File: config.mk
export PLATFORM = sky130hd
export DESIGN_NAME = parking_door_actuator
export DESIGN_NICKNAME = d
export VERILOG_FILES = /design/src/rtl/parking_door_actuator.sv
export SDC_FILE = /design/constraint.sdc
export NUM_CORES = 1
export LEC_CHECK = 0
export BUFFER_PORTS_ARGS = -buffer_cell sky130_fd_sc_hd__clkbuf_2
export CAP_MARGIN = 20
export CORE_ASPECT_RATIO = 1.5
export CORE_MARGIN = 2
export CORE_UTILIZATION = 35
export DETAILED_ROUTE_END_ITERATION = 10
export PLACE_DENSITY_LB_ADDON = 0.15
export REMOVE_ABC_BUFFERS = 1
export SLEW_MARGIN = 40
export SYNTH_ARGS = -nofsm -noshare
export SYNTH_HDL_FRONTEND = slang
export SYNTH_SLANG_ARGS = --single-unit
export TNS_END_PERCENT = 20
File: constraint.sdc
create_clock -name CLK -period 2.9 [get_ports CLK]
set_clock_uncertainty 0.1 [all_clocks]
set_input_delay 0.145 -clock CLK [delete_from_list [all_inputs] [get_ports CLK]]
set_output_delay 0.145 -clock CLK [all_outputs]
set_load 0.05 [all_outputs]
File: src/rtl/parking_door_actuator.sv
// Parking-gate motor sequencer: CLOSED -> OPENING -> OPEN (hold) -> CLOSING,
// timed by a tick prescaler, with reversal to OPENING on demand while closing.
module parking_door_actuator #(
  parameter int TICK_DIV     = 4,
  parameter int TRAVEL_TICKS = 3,
  parameter int HOLD_TICKS   = 5
) (
  input  logic       CLK,
  input  logic       RST,
  input  logic       open_req,
  input  logic       car_sensor,
  output logic       door_open,
  output logic       motor_open,
  output logic       motor_close,
  output logic [1:0] door_state,
  output logic [7:0] door_pos,
  output logic       busy
);

  localparam int PW = $clog2(TICK_DIV);

  localparam logic [1:0] ST_CLOSED  = 2'd0;
  localparam logic [1:0] ST_OPENING = 2'd1;
  localparam logic [1:0] ST_OPEN    = 2'd2;
  localparam logic [1:0] ST_CLOSING = 2'd3;

  localparam logic [PW-1:0] TICK_LAST = PW'(TICK_DIV - 1);
  localparam logic [7:0]    TRAVEL    = 8'(TRAVEL_TICKS);
  localparam logic [7:0]    HOLD      = 8'(HOLD_TICKS);

  logic [PW-1:0] presc_q, presc_n;
  logic [7:0]    hold_q, hold_n;
  logic [7:0]    pos_n;
  logic [1:0]    state_n;
  logic          pulse_n;
  logic          tick;
  logic          reopen;

  // NOTE: every variable gets a default before the case so no latch is inferred.
  always_comb begin
    tick    = (presc_q == TICK_LAST);
    reopen  = open_req | car_sensor;
    state_n = door_state;
    pos_n   = door_pos;
    hold_n  = hold_q;
    pulse_n = 1'b0;
    presc_n = tick ? '0 : presc_q + PW'(1);

    case (door_state)
      ST_CLOSED: begin
        if (open_req) begin
          state_n = ST_OPENING;
          pulse_n = 1'b1;
          presc_n = '0;
        end
      end
      ST_OPENING: begin
        // A reversal at full travel leaves nothing to open; settle straight into OPEN.
        if (door_pos >= TRAVEL) begin
          state_n = ST_OPEN;
          hold_n  = '0;
          presc_n = '0;
        end else if (tick) begin
          pos_n = door_pos + 8'd1;
          if (pos_n == TRAVEL) begin
            state_n = ST_OPEN;
            hold_n  = '0;
          end
        end
      end
      ST_OPEN: begin
        if (reopen) begin
          hold_n  = '0;
          presc_n = '0;
        end else if (tick) begin
          hold_n = hold_q + 8'd1;
          if (hold_n == HOLD) state_n = ST_CLOSING;
        end
      end
      ST_CLOSING: begin
        // Reversal wins over a coincident tick: position is held.
        if (reopen) begin
          state_n = ST_OPENING;
          pulse_n = 1'b1;
          presc_n = '0;
        end else if (tick) begin
          pos_n = door_pos - 8'd1;
          if (pos_n == 8'd0) state_n = ST_CLOSED;
        end
      end
      default: begin
        state_n = ST_CLOSED;
        presc_n = '0;
      end
    endcase
  end

  // NOTE: sequential state uses non-blocking assignments; the comb block above uses blocking.
  always_ff @(posedge CLK) begin
    if (RST) begin
      door_state  <= ST_CLOSED;
      door_pos    <= '0;
      hold_q      <= '0;
      presc_q     <= '0;
      door_open   <= 1'b0;
      motor_open  <= 1'b0;
      motor_close <= 1'b0;
      busy        <= 1'b0;
    end else begin
      door_state  <= state_n;
      door_pos    <= pos_n;
      hold_q      <= hold_n;
      presc_q     <= presc_n;
      door_open   <= pulse_n;
      motor_open  <= (state_n == ST_OPENING);
      motor_close <= (state_n == ST_CLOSING);
      busy        <= (state_n != ST_CLOSED);
    end
  end

endmodule
==> impl_metrics.env, run 1 <==
export IMPL_final_antenna_net_count=0
export IMPL_cp_arrival_ps=2730
export IMPL_clockBufferDepth=2
export IMPL_finalHoldViolCount=0
export IMPL_chipHeight_um=88.9
export IMPL_core_um2=4580
export IMPL_slew_headroom=0.648
export IMPL_initial_core_util=0.367
export IMPL_hpwl_um=3180
export IMPL_yosys_top_cells_area="dfxtp_1 (29%), ha_1 (8.9%), nand3_1 (5.1%)"
export IMPL_cts_tree="done"
export IMPL_crit_path_max_fanout=16
export IMPL_via_count=1602
export IMPL_crit_family="compound AO/OA/AOI/OAI gates"
export IMPL_clock_latency_ps=270
export IMPL_synth_top_area_frac=0.286
export IMPL_cts_inserted_buffers=3
export IMPL_cp_cell_sequence="ha_1 -> nor4b_2 -> mux2i_1 -> a221oi_2 -> a41oi_4 -> or4_1 -> a31oi_1"
export IMPL_track_usage=0.174
export IMPL_synth_seq_area_share=0.286
export IMPL_slew_viol_final=0
export IMPL_via_per_inst=5.47
export IMPL_worstSetupPathType="flop to flop"
export IMPL_leakage_nw=0.736
export IMPL_grt_pass1_vias=1510
export IMPL_setup_tns_ps=0
export IMPL_wl_per_cell_um=14.6
export IMPL_setup_ws_ps=274
export IMPL_seq_area_um2=480
export IMPL_layout_drive_gt1_share=0.162
export IMPL_layout_nets=246
export IMPL_io_buffers=17
export IMPL_rows=30
export IMPL_htree_levels=1
export IMPL_status="finished clean"
export IMPL_power_density_nw_per_um2=378
export IMPL_overflow=0
export IMPL_worstMarginPinSlew_ps=528
export IMPL_grt_pass1_wl_um=7350
export IMPL_hold_class="primary input to flop"
export IMPL_first_pass_iters=4
export IMPL_drt_iter0_markers=96
export IMPL_io_pins=18
export IMPL_place_gp_congestion=0.816
export IMPL_die_width_um=60.6
export IMPL_drc=0
export IMPL_critPathSlowestCell="or4_1"
export IMPL_cts_sinks=24
export IMPL_grt_max_degree=23
export IMPL_peakVddDrop_v=0.000159
export IMPL_diodes=0
export IMPL_synthArstFlopShare=0
export IMPL_ys_warn_count=0
export IMPL_syn_inst=212
export IMPL_yosys_area_top_type="dfxtp_1"
export IMPL_synth_commonest_cells="dfxtp_1 (24), nor2_1 (20), nand3_1 (17)"
export IMPL_ys_seq_elements=24
export IMPL_multiInputGateArea_um2=1120
export IMPL_wl_um=4280
export IMPL_critPathRequiredTime_ps=3000
export IMPL_dp_slack_ps=170
export IMPL_fmax_ghz=0.381
export IMPL_critPathLaunchType="flop"
export IMPL_max_stage_delay_ps=550
export IMPL_antenna_found_initial=0
export IMPL_synth_flop_cell="dfxtp_1"
export IMPL_cts_root_buf="clkbuf_8"
export IMPL_finalSetupViolCount=0
export IMPL_min_period_over_period=0.906
export IMPL_area_growth_pct=14.0
export IMPL_cts_reportedPaths_clkPinSlew_ps=90
export IMPL_syn_area_um2=1680
export IMPL_synthDistinctLibCells=46
export IMPL_critical_path_buf_inv_count=0
export IMPL_cap_violations=0
export IMPL_syn_avg_cell_area_um2=7.94
export IMPL_synth_edf_count=0
export IMPL_min_period_ps=2630
export IMPL_reg2reg_slack_ps=270
export IMPL_cts_hold_buf=0
export IMPL_fillers=509
export IMPL_end_kind="flop"
export IMPL_synth_most_common_cell="dfxtp_1"
export IMPL_dieArea_um2=5390
export IMPL_grt_setup_unrepaired="false"
==> cells in the final DEF (no fill, tap or decap), drive strengths merged, types with 2 or more instances in the layout <==
cell     n
a31oi    8
a21oi    9
and3     4
nand3b   2
nand4    7
nand3   17
a211oi   3
nor3     8
or3      4
o21ai   12
nor2b    2
xnor2    6
nor3b    2
nor4     2
clkbuf  21
nor2    20
or4      5
nand2   15
buf      7
xor2     4
nor4b    2
o31ai    2
a211o    2
o32ai    2
inv     11
a21o     2
ha      12
dfxtp   24
==> layout make-up <==
cell class | count | area share
flip-flops and latches | 24 | 0.250
multi-input cells | 166 | 0.586
well taps | 64 | 0.0417
clock buffers | 4 | 0.0287
repair buffers | 24 | 0.0718
inverters | 11 | 0.0215
==> state kept, by name (all words and copies together), names as in the netlist <==
| name | count |
|---|---|
| presc_q | 2 |
| door_state | 2 |
| busy | 1 |
| hold_q | 8 |
| motor_close | 1 |
| door_pos | 8 |
| motor_open | 1 |
| door_open | 1 |
==> stage by stage <==
stage	hold slack, ps	total power, mW	area, um2	utilization	std cells
floorplan	114	0.450	1630	-	201
detailed placement	334	0.487	1840	0.403	289
CTS	101	0.723	1900	0.415	293
global route	121	0.762	1920	0.419	293
finish	104	0.725	1920	0.419	293
global placement	320	0.487	1840	0.403	289
==> cell families after synthesis <==
family | Yosys count | synth area share
compound gates | 49 | 0.200
xor+xnor | 10 | 0.0520
fa+ha+maj | 12 | 0.0892
buf+inv | 22 | 0.0580
flops | 24 | 0.286
mux | 1 | 0.00595
simple gates | 94 | 0.309
==> tightest hold or removal path: cells and delay by family <==
family	cells	cell delay, ps
AO/OA/AOI/OAI	1	60
AND/OR/NAND/NOR	1	80
buffers and inverters	1	150
==> layer usage <==
metal	vias up	GRT usage	share of wire
met1	729	0.228	0.44
li1	815	-	-
met3	14	0.0203	0.033
met5	-	0	0
met2	44	0.286	0.50
met4	0	0.0672	0.031
==> where the power goes <==
| part | leakage (nW) | internal (mW) | switching [mW] |
|---|---|---|---|
| Combinational | 0.513 | 0.0372 | 0.0994 |
| Clock | 0.0288 | 0.122 | 0.117 |
| Sequential | 0.194 | 0.342 | 0.00801 |
| Total | 0.736 | 0.500 | 0.224 |
==> timing repair <==
action,4_1_cts,5_1_grt
endpoints found under the setup margin,0,7
buffers inserted,0,0
endpoints found under the hold margin,0,0
resized for setup,0,2
==> final timing paths <==
check | startpoint | endpoint | cells after the start
min reg2reg | presc_q[0] | presc_q[0] | 1
max | door_pos[0] | hold_q[5] | 7
max reg2reg | door_pos[0] | hold_q[5] | 7
min | open_req | door_open | 3
(Power assumes the default switching activity.)
==> run 2: changes to the inputs <==
- BUFFER_PORTS_ARGS: -buffer_cell sky130_fd_sc_hd__clkbuf_2 -> not set
- DONT_BUFFER_PORTS: not set -> 1
==> impl_metrics.env, run 2 (same netlist as run 1, synthesis figures left out) <==
export IMPL_status="finished clean"
export IMPL_placed_area_um2=1830
export IMPL_p_sw_frac=0.281
export IMPL_r2r_start="door_pos[1]"
export IMPL_chipHeight_um=88.9
export IMPL_fmax_ghz=0.383
export IMPL_via_per_inst=5.52
export IMPL_grt_pass1_vias=1574
export IMPL_r2r_end="hold_q[7]"
export IMPL_reg2reg_slack_ps=290
export IMPL_cp_depth=8
export IMPL_layout_common_cells="dfxtp_1 (24), nor2_1 (20), nand3_1 (17), buf_4 (17), nand2_1 (15)"
export IMPL_cts_sinks=24
export IMPL_initial_core_util=0.367
export IMPL_clockBufferDepth=2
export IMPL_wl_per_cell_um=15.7
export IMPL_cts_root_buf="clkbuf_8"
export IMPL_cts_tree="done"
export IMPL_pwr_share_comb=0.147
export IMPL_cap_violations=0
export IMPL_max_stage_delay_ps=390
export IMPL_hpwl_um=3300
export IMPL_grtUsageMet2=0.317
export IMPL_worstMarginPinSlew_ps=505
export IMPL_layout_nets=241
export IMPL_pwr_share_clk=0.380
export IMPL_via_count=1589
export IMPL_fillers=499
export IMPL_die_width_um=60.6
export IMPL_final_common_cell="dfxtp_1"
export IMPL_wl_um=4530
export IMPL_placedCellCount=282
export IMPL_antenna_found_initial=0
export IMPL_slew_headroom=0.663
export IMPL_clock_latency_ps=270
export IMPL_critPathSlowestCell="dfxtp_1"
export IMPL_crit_path_end="hold_q[7]"
export IMPL_peakVddDrop_v=0.000195
export IMPL_layout_drive_gt1_share=0.138
export IMPL_track_usage=0.188
export IMPL_setup_tns_ps=0
export IMPL_overflow=0
export IMPL_grt_setup_unrepaired="false"
export IMPL_worstSetupPathType="flop to flop"
export IMPL_finalHoldViolCount=0
export IMPL_final_antenna_net_count=0
export IMPL_grt_busiest_layer="met2"
export IMPL_switching_power_mw=0.221
export IMPL_crit_path_max_fanout=12
export IMPL_hold_class="primary input to flop"
export IMPL_postLayoutCoreUtil=0.423
export IMPL_cts_reportedPaths_clkPinSlew_ps=100
export IMPL_slew_viol_final=0
export IMPL_fin_cells=288
export IMPL_grt_max_degree=22
export IMPL_area_growth_pct=15.2
export IMPL_gr_usage_met1=0.238
export IMPL_place_gp_congestion=0.838
export IMPL_critPathLaunch="door_pos[1]"
export IMPL_first_pass_iters=4
export IMPL_cp_arrival_ps=2650
export IMPL_critical_path_buf_inv_count=1
export IMPL_crit_family="compound AO/OA/AOI/OAI gates"
export IMPL_leakage_nw=0.727
export IMPL_io_pins=18
export IMPL_p_int_mw=0.565
export IMPL_min_period_over_period=0.899
export IMPL_critPathRequiredTime_ps=2940
export IMPL_seqPwrFrac=0.474
export IMPL_r2r_cells=8
export IMPL_reg_largest_list="door_pos (8), hold_q (8)"
export IMPL_diodes=0
export IMPL_end_kind="flop"
export IMPL_rows=30
export IMPL_final_area_um2=1940
export IMPL_critPathLaunchType="flop"
export IMPL_io_buffers=0
export IMPL_htree_levels=1
export IMPL_drc=0
export IMPL_grt_use_met3=0.0318
export IMPL_finalSetupViolCount=0
export IMPL_power_density_nw_per_um2=405
export IMPL_cp_cell_sequence="ha_1 -> nor4b_2 -> mux2i_1 -> a221oi_2 -> a41oi_4 -> buf_4 -> o311ai_0 -> o21ai_0"
export IMPL_dieArea_um2=5390
export IMPL_min_period_ps=2610
export IMPL_core_um2=4580
export IMPL_drt_iter0_markers=123
export IMPL_cts_inserted_buffers=3
export IMPL_grt_pass1_wl_um=7740
## run 2: cell types whose count changed in the layout (fill, tap and decap cells not counted)
| cell | delta |
|---|---|
| clkbuf_2 | -17 |
| buf_4 | +10 |
| buf_2 | +1 |
| clkbuf_8 | -1 |
| dlygate4sd3_1 | +1 |
| bufinv_16 | +1 |
## run 2: timing repair
item,4_1_cts,5_1_grt
hold buffers,2,0
gates resized for setup,0,2
endpoints found under the setup margin,0,3
buffers inserted,0,0
hold endpoints to repair,21,0
## run 2: how the worst min path moves through the flow
stage	startpoint	end	slack, ps	cells past startpoint
after floorplan	RST	busy	110	1
after global placement	RST	door_pos[3]	120	1
after detailed placement	RST	hold_q[5]	120	1
after CTS	RST	presc_q[0]	9	3
after global routing	RST	hold_q[6]	40	2
final	RST	presc_q[0]	7	3
## run 2: layout make-up
class,instances,area (um2),area share
well taps,64,80.1,0.0413
flip-flops and latches,24,480,0.248
inverters,11,41.3,0.0213
clock inverters,1,30.0,0.0155
repair buffers,19,143,0.0735
multi-input cells,166,1120,0.579
clock buffers,3,41.3,0.0213
## run 2: through the flow
stage	hold WS [ps]	worst slack, ps	power (mW)
2_1_floorplan	114	197	0.450
3_3_place_gp	118	362	0.477
3_5_place_dp	120	278	0.481
4_1_cts	8.70	223	0.791
5_1_grt	39.6	53.3	0.826
6_report	6.53	292	0.786
## run 2: routing by layer
| metal | vias to the layer above | wire, um |
|---|---|---|
| li1 | 804 | - |
| met1 | 731 | 1940 |
| met2 | 46 | 2310 |
| met3 | 8 | 180 |
| met4 | 0 | 102 |
| met5 | - | 0 |
## run 2: worst register-to-register path: stages, from the launching register on
cell      delay [ps]
dfxtp_1          390
ha_1             310
nor4b_2          230
mux2i_1          120
a221oi_2         390
a41oi_4          260
buf_4            230
o311ai_0         330
o21ai_0          130
## run 2: power by group through the flow
| stage | clock network [mW] | logic (mW) | registers, mW |
|---|---|---|---|
| after global routing | 0.322 | 0.130 | 0.373 |
| after CTS | 0.310 | 0.109 | 0.372 |
| final | 0.298 | 0.115 | 0.372 |
| after floorplan | 0 | 0.0600 | 0.390 |
| after detailed placement | 0 | 0.101 | 0.380 |
| after global placement | 0 | 0.0977 | 0.379 |
==> run 3: changes to the inputs <==
- clock period: 2.9 -> 2.45 ns (I/O delays scaled with it)
==> impl_metrics.env, run 3 (same netlist as run 1, synthesis figures left out) <==
export IMPL_status="complete, but fails checks"
export IMPL_violations="hold timing"
export IMPL_wl_per_cell_um=15.5
export IMPL_cts_reportedPaths_clkPinSlew_ps=90
export IMPL_fmax_ghz=0.414
export IMPL_cts_sinks=24
export IMPL_drt_iter0_markers=72
export IMPL_antenna_found_initial=0
export IMPL_critPathLaunchType="flop"
export IMPL_switching_power_mw=0.267
export IMPL_final_antenna_net_count=0
export IMPL_via_count=1713
export IMPL_whs_ps=-198
export IMPL_first_pass_iters=4
export IMPL_p_int_mw=0.692
export IMPL_fillers=485
export IMPL_end_kind="flop"
export IMPL_place_gp_congestion=0.922
export IMPL_hold_class="primary input to flop"
export IMPL_wl_um=4730
export IMPL_cp_cell_sequence="ha_4 -> nor4b_4 -> mux2i_1 -> a221oi_2 -> a41oi_2 -> buf_6 -> buf_4 -> nor3_1 -> o32ai_1"
export IMPL_critPathSlowestCell="a221oi_2"
export IMPL_pwr_share_clk=0.364
export IMPL_layout_nets=257
export IMPL_max_stage_delay_ps=360
export IMPL_critPathRequiredTime_ps=2500
export IMPL_io_pins=18
export IMPL_clockBufferDepth=2
export IMPL_grt_pass1_vias=1744
export IMPL_cts_tree="done"
export IMPL_area_growth_pct=27.7
export IMPL_cts_inserted_buffers=3
export IMPL_worstMarginPinSlew_ps=573
export IMPL_min_period_over_period=0.986
export IMPL_die_width_um=60.6
export IMPL_rows=30
export IMPL_p_sw_frac=0.278
export IMPL_leakage_nw=0.834
export IMPL_layout_common_cells="buf_4 (28), nor2_1 (20), dfxtp_1 (19)"
export IMPL_pwr_share_comb=0.177
export IMPL_cap_violations=0
export IMPL_power_density_nw_per_um2=446
export IMPL_htree_levels=1
export IMPL_slew_viol_final=0
export IMPL_chipHeight_um=88.9
export IMPL_worstSetupPathType="flop to flop"
export IMPL_reg_largest_list="door_pos (8), hold_q (8)"
export IMPL_postLayoutCoreUtil=0.469
export IMPL_cts_hold_buf=4
export IMPL_overflow=0
export IMPL_min_period_ps=2410
export IMPL_setup_tns_ps=0
export IMPL_crit_path_max_fanout=7
export IMPL_dieArea_um2=5390
export IMPL_fin_cells=304
export IMPL_grt_setup_unrepaired="true"
export IMPL_peakVddDrop_v=0.000380
export IMPL_seqPwrFrac=0.459
export IMPL_grt_pass1_wl_um=7880
export IMPL_slew_headroom=0.614
export IMPL_finalHoldViolCount=19
export IMPL_cp_arrival_ps=2470
export IMPL_track_usage=0.189
export IMPL_grt_max_degree=23
export IMPL_final_common_cell="buf_4"
export IMPL_placedCellCount=293
export IMPL_io_buffers=0
export IMPL_layout_drive_gt1_share=0.242
export IMPL_hpwl_um=3440
export IMPL_drc=0
export IMPL_initial_core_util=0.367
export IMPL_finalSetupViolCount=0
export IMPL_core_um2=4580
export IMPL_via_per_inst=5.63
export IMPL_clock_latency_ps=270
export IMPL_cts_root_buf="clkbuf_8"
export IMPL_diodes=0
==> run 3: cell types whose count changed in the layout (fill, tap and decap cells not counted), sizes merged <==
cell         change
buf             +13
dlygate4sd3      +3
==> run 3: final cells by class <==
class | instances | area (um2) | area share
multi-input cells | 166 | 1190 | 0.555
flip-flops and latches | 24 | 487 | 0.226
repair buffers | 35 | 278 | 0.129
well taps | 64 | 80.1 | 0.0373
clock buffers | 3 | 41.3 | 0.0192
inverters | 11 | 41.3 | 0.0192
clock inverters | 1 | 30.0 | 0.0140
==> run 3: timing repair <==
| item | in CTS | in global routing |
|---|---|---|
| resized for setup | 0 | 22 |
| hold endpoints to repair | 22 | 19 |
| endpoints found under the setup margin | 0 | 13 |
| buffers inserted | 0 | 2 |
==> run 3: power by group through the flow <==
stage / Clock, mW / Sequential [mW] / Combinational [mW]
after floorplan: 0 / 0.462 / 0.0710
final: 0.349 / 0.440 / 0.170
after detailed placement: 0 / 0.449 / 0.136
after global placement: 0 / 0.449 / 0.133
after global routing: 0.379 / 0.442 / 0.183
after CTS: 0.361 / 0.440 / 0.143
==> run 3: worst paths after layout <==
| kind | start | slack (ps) | endpoint | cells after the start |
|---|---|---|---|---|
| setup / recovery | door_pos[1] | 40 | hold_q[0] | 9 |
| hold / removal | RST | -200 | door_pos[4] | 1 |
| setup reg to reg | door_pos[1] | 40 | hold_q[0] | 9 |
| hold reg to reg | presc_q[0] | 330 | presc_q[0] | 1 |
==> run 3: through the flow <==
| stage | power [mW] | setup slack [ps] | cell area (um2) |
|---|---|---|---|
| floorplan | 0.533 | -253 | 1630 |
| global placement | 0.582 | 70.9 | 1920 |
| detailed placement | 0.585 | 40.0 | 1920 |
| CTS | 0.944 | 0.0191 | 2030 |
| global route | 1.00 | -48.6 | 2150 |
| finish | 0.959 | 35.1 | 2150 |
==> run 3: metal layers <==
metal	GRT usage	wire, um	up-vias
met5	0	0	-
met4	0.0692	91	0
met3	0.0289	164	6
met2	0.339	2520	33
met1	0.220	1950	837
li1	-	-	837
==> run 3: worst max-delay path, delay by kind of cell, from the launching register on <==
kind	cells	cell delay [ps]
adder cells (fa/ha/maj)	1	170
AND/OR/NAND/NOR	2	550
multiplexers	1	120
buffers and inverters	2	330
AO/OA/AOI/OAI	3	690
flip-flops	1	340
